$ cat src/rtl/lcd_text_ctrl.sv
// lcd_text_ctrl: HD44780-style 8-bit init, then event-driven repaint of a COLS x LINES character buffer
// with a timed lcd_e strobe inside fixed-length byte slots.
module lcd_text_ctrl #(
    parameter int COLS      = 16,
    parameter int LINES     = 2,
    parameter int PWRUP_CYC = 20000,
    parameter int SLOT_CYC  = 40,
    parameter int E_CYC     = 12,
    parameter int CLR_CYC   = 2000
) (
    input  logic       clk,
    input  logic       reset,
    input  logic       wr_en,
    input  logic       wr_line,
    input  logic [5:0] wr_col,
    input  logic [7:0] wr_char,
    output logic       busy,
    output logic       lcd_e,
    output logic       lcd_rs,
    output logic       lcd_rw,
    output logic [7:0] lcd_data
);
    localparam int N    = LINES * COLS;
    localparam int IW   = N > 1 ? $clog2(N) : 1;
    localparam int SW   = $clog2(SLOT_CYC);
    localparam int WMAX = PWRUP_CYC > CLR_CYC ? PWRUP_CYC : CLR_CYC;
    localparam int CW   = $clog2(WMAX + 1);

    typedef enum logic [3:0] {PWRUP, FSET, DISP, ENTRY, CLEAR, CLRW, IDLE, ADDR, CHAR} state_t;

    state_t        state_q, state_d;
    logic [CW-1:0] cnt_q, cnt_d;
    logic [SW-1:0] s_q, s_d;
    logic          line_q, line_d;
    logic [5:0]    col_q, col_d;
    logic          rs_q, rs_d;
    logic [7:0]    data_q, data_d;
    logic          dirty_q, dirty_d;
    logic [7:0]    buf_q [N];
    logic [7:0]    buf_d [N];
    logic          slot, slot_end, wr_ok;
    logic [IW-1:0] wr_idx, rd_idx;

    assign slot     = state_q inside {FSET, DISP, ENTRY, CLEAR, ADDR, CHAR};
    assign slot_end = s_q == SW'(SLOT_CYC - 1);
    assign wr_ok    = wr_en && int'(wr_col) < COLS && int'(wr_line) < LINES;
    assign wr_idx   = IW'(int'(wr_line) * COLS + int'(wr_col));
    // Address of the character loaded at the next slot boundary: column 0 from ADDR, col+1 from CHAR
    assign rd_idx   = IW'(int'(line_q) * COLS + (state_q == CHAR ? int'(col_q) + 1 : 0));

    assign lcd_e    = slot && s_q != '0 && s_q <= SW'(E_CYC);
    assign lcd_rs   = rs_q;
    assign lcd_rw   = 1'b0;
    assign lcd_data = data_q;
    assign busy     = state_q != IDLE;

    always_comb begin
        buf_d = buf_q;
        if (wr_ok) buf_d[wr_idx] = wr_char;
        dirty_d = wr_ok || (dirty_q && state_q != IDLE);
    end

    always_comb begin
        state_d = state_q;
        cnt_d   = cnt_q;
        s_d     = slot && !slot_end ? s_q + 1'b1 : '0;
        line_d  = line_q;
        col_d   = col_q;
        rs_d    = rs_q;
        data_d  = data_q;
        case (state_q)
            PWRUP: begin
                cnt_d = cnt_q + 1'b1;
                if (cnt_q == CW'(PWRUP_CYC - 1)) begin
                    state_d = FSET;
                    cnt_d   = '0;
                    rs_d    = 1'b0;
                    data_d  = LINES == 2 ? 8'h38 : 8'h30;
                end
            end
            FSET:  if (slot_end) begin state_d = DISP;  data_d = 8'h0C; end
            DISP:  if (slot_end) begin state_d = ENTRY; data_d = 8'h06; end
            ENTRY: if (slot_end) begin state_d = CLEAR; data_d = 8'h01; end
            CLEAR: if (slot_end) state_d = CLRW;
            CLRW: begin
                cnt_d = cnt_q + 1'b1;
                if (cnt_q == CW'(CLR_CYC - 1)) begin
                    state_d = IDLE;
                    cnt_d   = '0;
                end
            end
            IDLE: if (dirty_q) begin
                state_d = ADDR;
                line_d  = 1'b0;
                rs_d    = 1'b0;
                data_d  = 8'h80;
            end
            ADDR: if (slot_end) begin
                state_d = CHAR;
                col_d   = '0;
                rs_d    = 1'b1;
                data_d  = buf_q[rd_idx];
            end
            CHAR: if (slot_end) begin
                if (col_q != 6'(COLS - 1)) begin
                    col_d  = col_q + 1'b1;
                    data_d = buf_q[rd_idx];
                end else if (LINES == 2 && !line_q) begin
                    state_d = ADDR;
                    line_d  = 1'b1;
                    rs_d    = 1'b0;
                    data_d  = 8'hC0;
                end else begin
                    state_d = IDLE;
                end
            end
            default: state_d = PWRUP;
        endcase
    end

    always_ff @(posedge clk or negedge reset) begin
        if (!reset) begin
            state_q <= PWRUP;
            cnt_q   <= '0;
            s_q     <= '0;
            line_q  <= 1'b0;
            col_q   <= '0;
            rs_q    <= 1'b0;
            data_q  <= 8'h00;
            dirty_q <= 1'b1;
            for (int i = 0; i < N; i++) buf_q[i] <= 8'h20;
        end else begin
            state_q <= state_d;
            cnt_q   <= cnt_d;
            s_q     <= s_d;
            line_q  <= line_d;
            col_q   <= col_d;
            rs_q    <= rs_d;
            data_q  <= data_d;
            dirty_q <= dirty_d;
            buf_q   <= buf_d;
        end
    end
endmodule

$ cat config.mk
export PLATFORM = sky130hd
export DESIGN_NAME = lcd_text_ctrl
export DESIGN_NICKNAME = d
export VERILOG_FILES = /design/src/rtl/lcd_text_ctrl.sv
export SDC_FILE = /design/constraint.sdc
export NUM_CORES = 1
export LEC_CHECK = 0
export CAP_MARGIN = 30
export CORE_MARGIN = 2
export CORE_UTILIZATION = 58
export DETAILED_ROUTE_END_ITERATION = 10
export PLACE_DENSITY = 0.73
export SLEW_MARGIN = 30
export SYNTH_ARGS = -nofsm -noshare
export SYNTH_HDL_FRONTEND = slang
export SYNTH_SLANG_ARGS = --single-unit
$ cat constraint.sdc
create_clock -name clk -period 3.11 [get_ports clk]
set_input_delay 0.311 -clock clk [delete_from_list [all_inputs] [get_ports clk]]
set_output_delay 0.311 -clock clk [all_outputs]
set_load 0.02 [all_outputs]
==> impl_metrics.json <==
{
  "worst_path_max_delay_cell": "clkdlybuf4s50_1",
  "layout_min_cycle_time_ns": 2.93,
  "grt_pass1_wl_um": 63800,
  "grt_overflow": 0,
  "finClkSkew_ns": 0.0178,
  "synthFlopType": "dfrtp_1",
  "max_slew.worst_pin.slew_ns": 0.701,
  "swShare_pct": 23.3,
  "worstReg2RegStart": "col_q[0]",
  "rr_endpoint": "lcd_data[3]",
  "drv_cap": 0,
  "drc": 0,
  "slew_viol_final": 0,
  "path_cells": "buf_4, nand2_1, nor3_1, inv_1, clkdlybuf4s50_1",
  "fin_setup_tns_ns": 0,
  "crit_path_start_kind": "flop",
  "postRouteWirelength_um": 40500,
  "die_height_um": 164,
  "wl_met1_um": 17200,
  "worstSetupPathType": "flop to output port",
  "synth_edf_count": 0,
  "syn-cell-area_mm2": 0.0149,
  "routed-wl-met2_um": 18300,
  "clk_latency_ns": 0.57,
  "yosysWarnings": 0,
  "grt_pass1_vias": 10800,
  "slew_headroom_pct": 52.8,
  "worstHoldPathType": "input pin to async pin",
  "clock-root-buffer": "clkbuf_16",
  "post-dp-hpwl_um": 26600,
  "met3_length_um": 3730,
  "cellPowerDensity_mw_per_mm2": 519,
  "start_util_pct": 59.1,
  "via_per_inst": 6.54,
  "port_buffers": 28,
  "combPwrFrac_pct": 8.3,
  "async_flop_share_pct": 100,
  "setup_viol": 0,
  "finalCritPeriodShare_pct": 94.3,
  "gp_congestion": 0.943,
  "cpPeakStageDelay_ns": 0.58,
  "io_pins": 30,
  "path_clk_slew_ns": 0.06,
  "holdWs_ns": 0.310,
  "crit_path_end_kind": "output port",
  "cts-buffers-inserted": 31,
  "crit_arrival_ns": 2.62,
  "p_sw_mw": 2.05,
  "seqPwrFrac_pct": 49.9,
  "antenna_found_initial": 0,
  "rows": 58,
  "grt_max_degree": 79,
  "worstSetupStartpoint": "state_q[2]",
  "worstRegToRegCells": 8,
  "place_area_mm2": 0.0159,
  "p_leak_nw": 7.40,
  "n_antenna_cell": 0,
  "status": "finished, final reports clean",
  "drt_first_pass_iters": 6,
  "fin_nets": 1356,
  "avgSynthCellArea_um2": 11.5,
  "yosysSeqAreaShare_pct": 50.2,
  "dieArea_mm2": 0.0271,
  "cts.path.max_buffers": 3,
  "synth_cells": 1298,
  "worst-path-buf-inv": 3,
  "cts-htree-levels": 1,
  "grtUsageTotal_pct": 30.8,
  "worstPathMaxFanout": 23,
  "drtAntennaViolNets": 0,
  "peakVddDrop_v": 0.000413,
  "die_w_um": 164,
  "core_mm2": 0.0253,
  "syn2layout_area_growth_pct": 13.1,
  "cp_top_family": "buffers and inverters",
  "ys_types": 79,
  "cts_tree": "yes",
  "wl_per_cell_um": 24.0,
  "cp.required_ns": 2.80,
  "synth_nets": 1320,
  "via_count": 11000,
  "rsz0062_at_grt": "false",
  "ys_seq_elements": 298,
  "finalHoldViolations": 0,
  "fmax_mhz": 341,
  "drt_iter0_drc": 956,
  "final_cell_area_mm2": 0.0169,
  "top_layer_used": "met4",
  "clock-sinks": 298,
  "p_int_mw": 6.72,
  "reg2reg_slack_ns": 0.27,
  "clock_power_share_pct": 41.8,
  "layout-drive-gt1-share_pct": 32.9
}
## layout by cell type (no fill, tap or decap), types with 15 or more instances in the layout
master and instances:
o21ai_0 37, mux2i_1 30, a21oi_1 45, nor2_1 77, clkbuf_16 31, clkdlybuf4s50_1 26
buf_4 60, nand2b_1 15, nand2_1 119, dfrtp_1 264, nor3_1 19, o22ai_1 19
dfstp_2 33, nand3_1 28, a211oi_1 21, mux2_2 265
## timing repair
action	4_1_cts	5_1_grt
hold buffers	1	0
gates resized for setup	1	0
hold endpoints to repair	62	0
setup buffers	1	0
setup endpoints to repair	1	0
## registers in the layout (all words and copies together), names as in the netlist
signal    cells
line_q        1
s_q           6
col_q         6
dirty_q       1
lcd_rs        1
state_q       4
cnt_q        15
lcd_data      8
buf_q       256
## power groups by stage
stage	sequential (mW)	clock [mW]	combinational, mW
2_1_floorplan	4.38	0	0.470
3_3_place_gp	4.43	0	0.703
3_5_place_dp	4.44	0	0.724
4_1_cts	4.38	3.70	0.728
5_1_grt	4.41	3.88	0.794
6_report	4.38	3.66	0.729
## routing by layer
| layer | up-vias | global-route usage, % |
|---|---|---|
| met4 | 0 | 9.25 |
| met3 | 84 | 7.21 |
| met1 | 5613 | 44.0 |
| li1 | 4837 | - |
| met5 | - | 0 |
| met2 | 508 | 47.1 |
## synthesized netlist by cell type (6+ instances only)
master | count | area (um2)
a211oi_1 | 21 | 158
a21oi_1 | 45 | 225
a221oi_1 | 14 | 123
a2bb2oi_1 | 6 | 52.6
a31oi_1 | 14 | 87.6
and3_1 | 9 | 56.3
buf_2 | 16 | 80.1
buf_4 | 6 | 45.0
clkbuf_1 | 63 | 236
dfrtp_1 | 265 | 6630
dfstp_2 | 33 | 867
inv_1 | 11 | 41.3
mux2_2 | 265 | 2980
mux2i_1 | 30 | 300
mux4_2 | 9 | 203
nand2_1 | 119 | 447
nand2b_1 | 15 | 93.8
nand3_1 | 28 | 140
nand4_1 | 10 | 62.6
nor2_1 | 77 | 289
nor2b_1 | 6 | 37.5
nor3_1 | 19 | 95.1
o211ai_1 | 6 | 45.0
o21ai_0 | 37 | 185
o21ai_1 | 9 | 45.0
o221ai_1 | 14 | 123
o22ai_1 | 19 | 119
or3_1 | 10 | 62.6
xnor2_1 | 15 | 131
xor2_1 | 11 | 96.3
## logic make-up (layout without fill, tap and decap cells)
group | Yosys count | after routing | share of synthesized area (%)
and+or+nand+nor | 318 | 318 | 10.2
muxes | 304 | 304 | 23.3
DFF | 298 | 298 | 50.2
AOI/OAI and AO/OA | 239 | 239 | 11.1
buffers and inverters | 108 | 168 | 3.25
xor gates and xnor gates | 26 | 26 | 1.52
adders and majority gates | 4 | 4 | 0.335
other | 1 | 1 | 0.0251
## worst register-to-register path: stages, from the launching register on
cell	delay, ns
dfrtp_2	0.44
ha_4	0.42
clkinv_1	0.38
o2bb2ai_1	0.25
a21oi_1	0.15
nor2_1	0.05
a221oi_1	0.50
a211oi_1	0.17
o32a_1	0.37
## area by class of cell
cell class	instances	area [um2]
Timing Repair Buffer	98	925
Multi-Input combinational cell	892	7000
Fill cell	1923	8360
Sequential cell	298	7500
Clock buffer	50	947
Clock inverter	7	62.6
Tap cell	330	413
Inverter	13	48.8
## metrics by stage
step	util (%)	power, mW	setup WS [ns]	cells
after floorplan	-	4.85	0.420	1298
after global placement	62.8	5.13	0.389	1629
after detailed placement	62.8	5.17	0.349	1629
after CTS	66.9	8.81	0.224	1688
after global routing	66.9	9.08	0.0240	1688
final	66.9	8.77	0.177	1688
## worst max path at each step
stage | endpoint | cells past startpoint
floorplan | lcd_e | 7
global placement | lcd_data[3] | 8
detailed placement | lcd_data[3] | 8
CTS | lcd_e | 7
global route | busy | 5
finish | busy | 5
No activity file was read; power rests on OpenSTA's default activity.
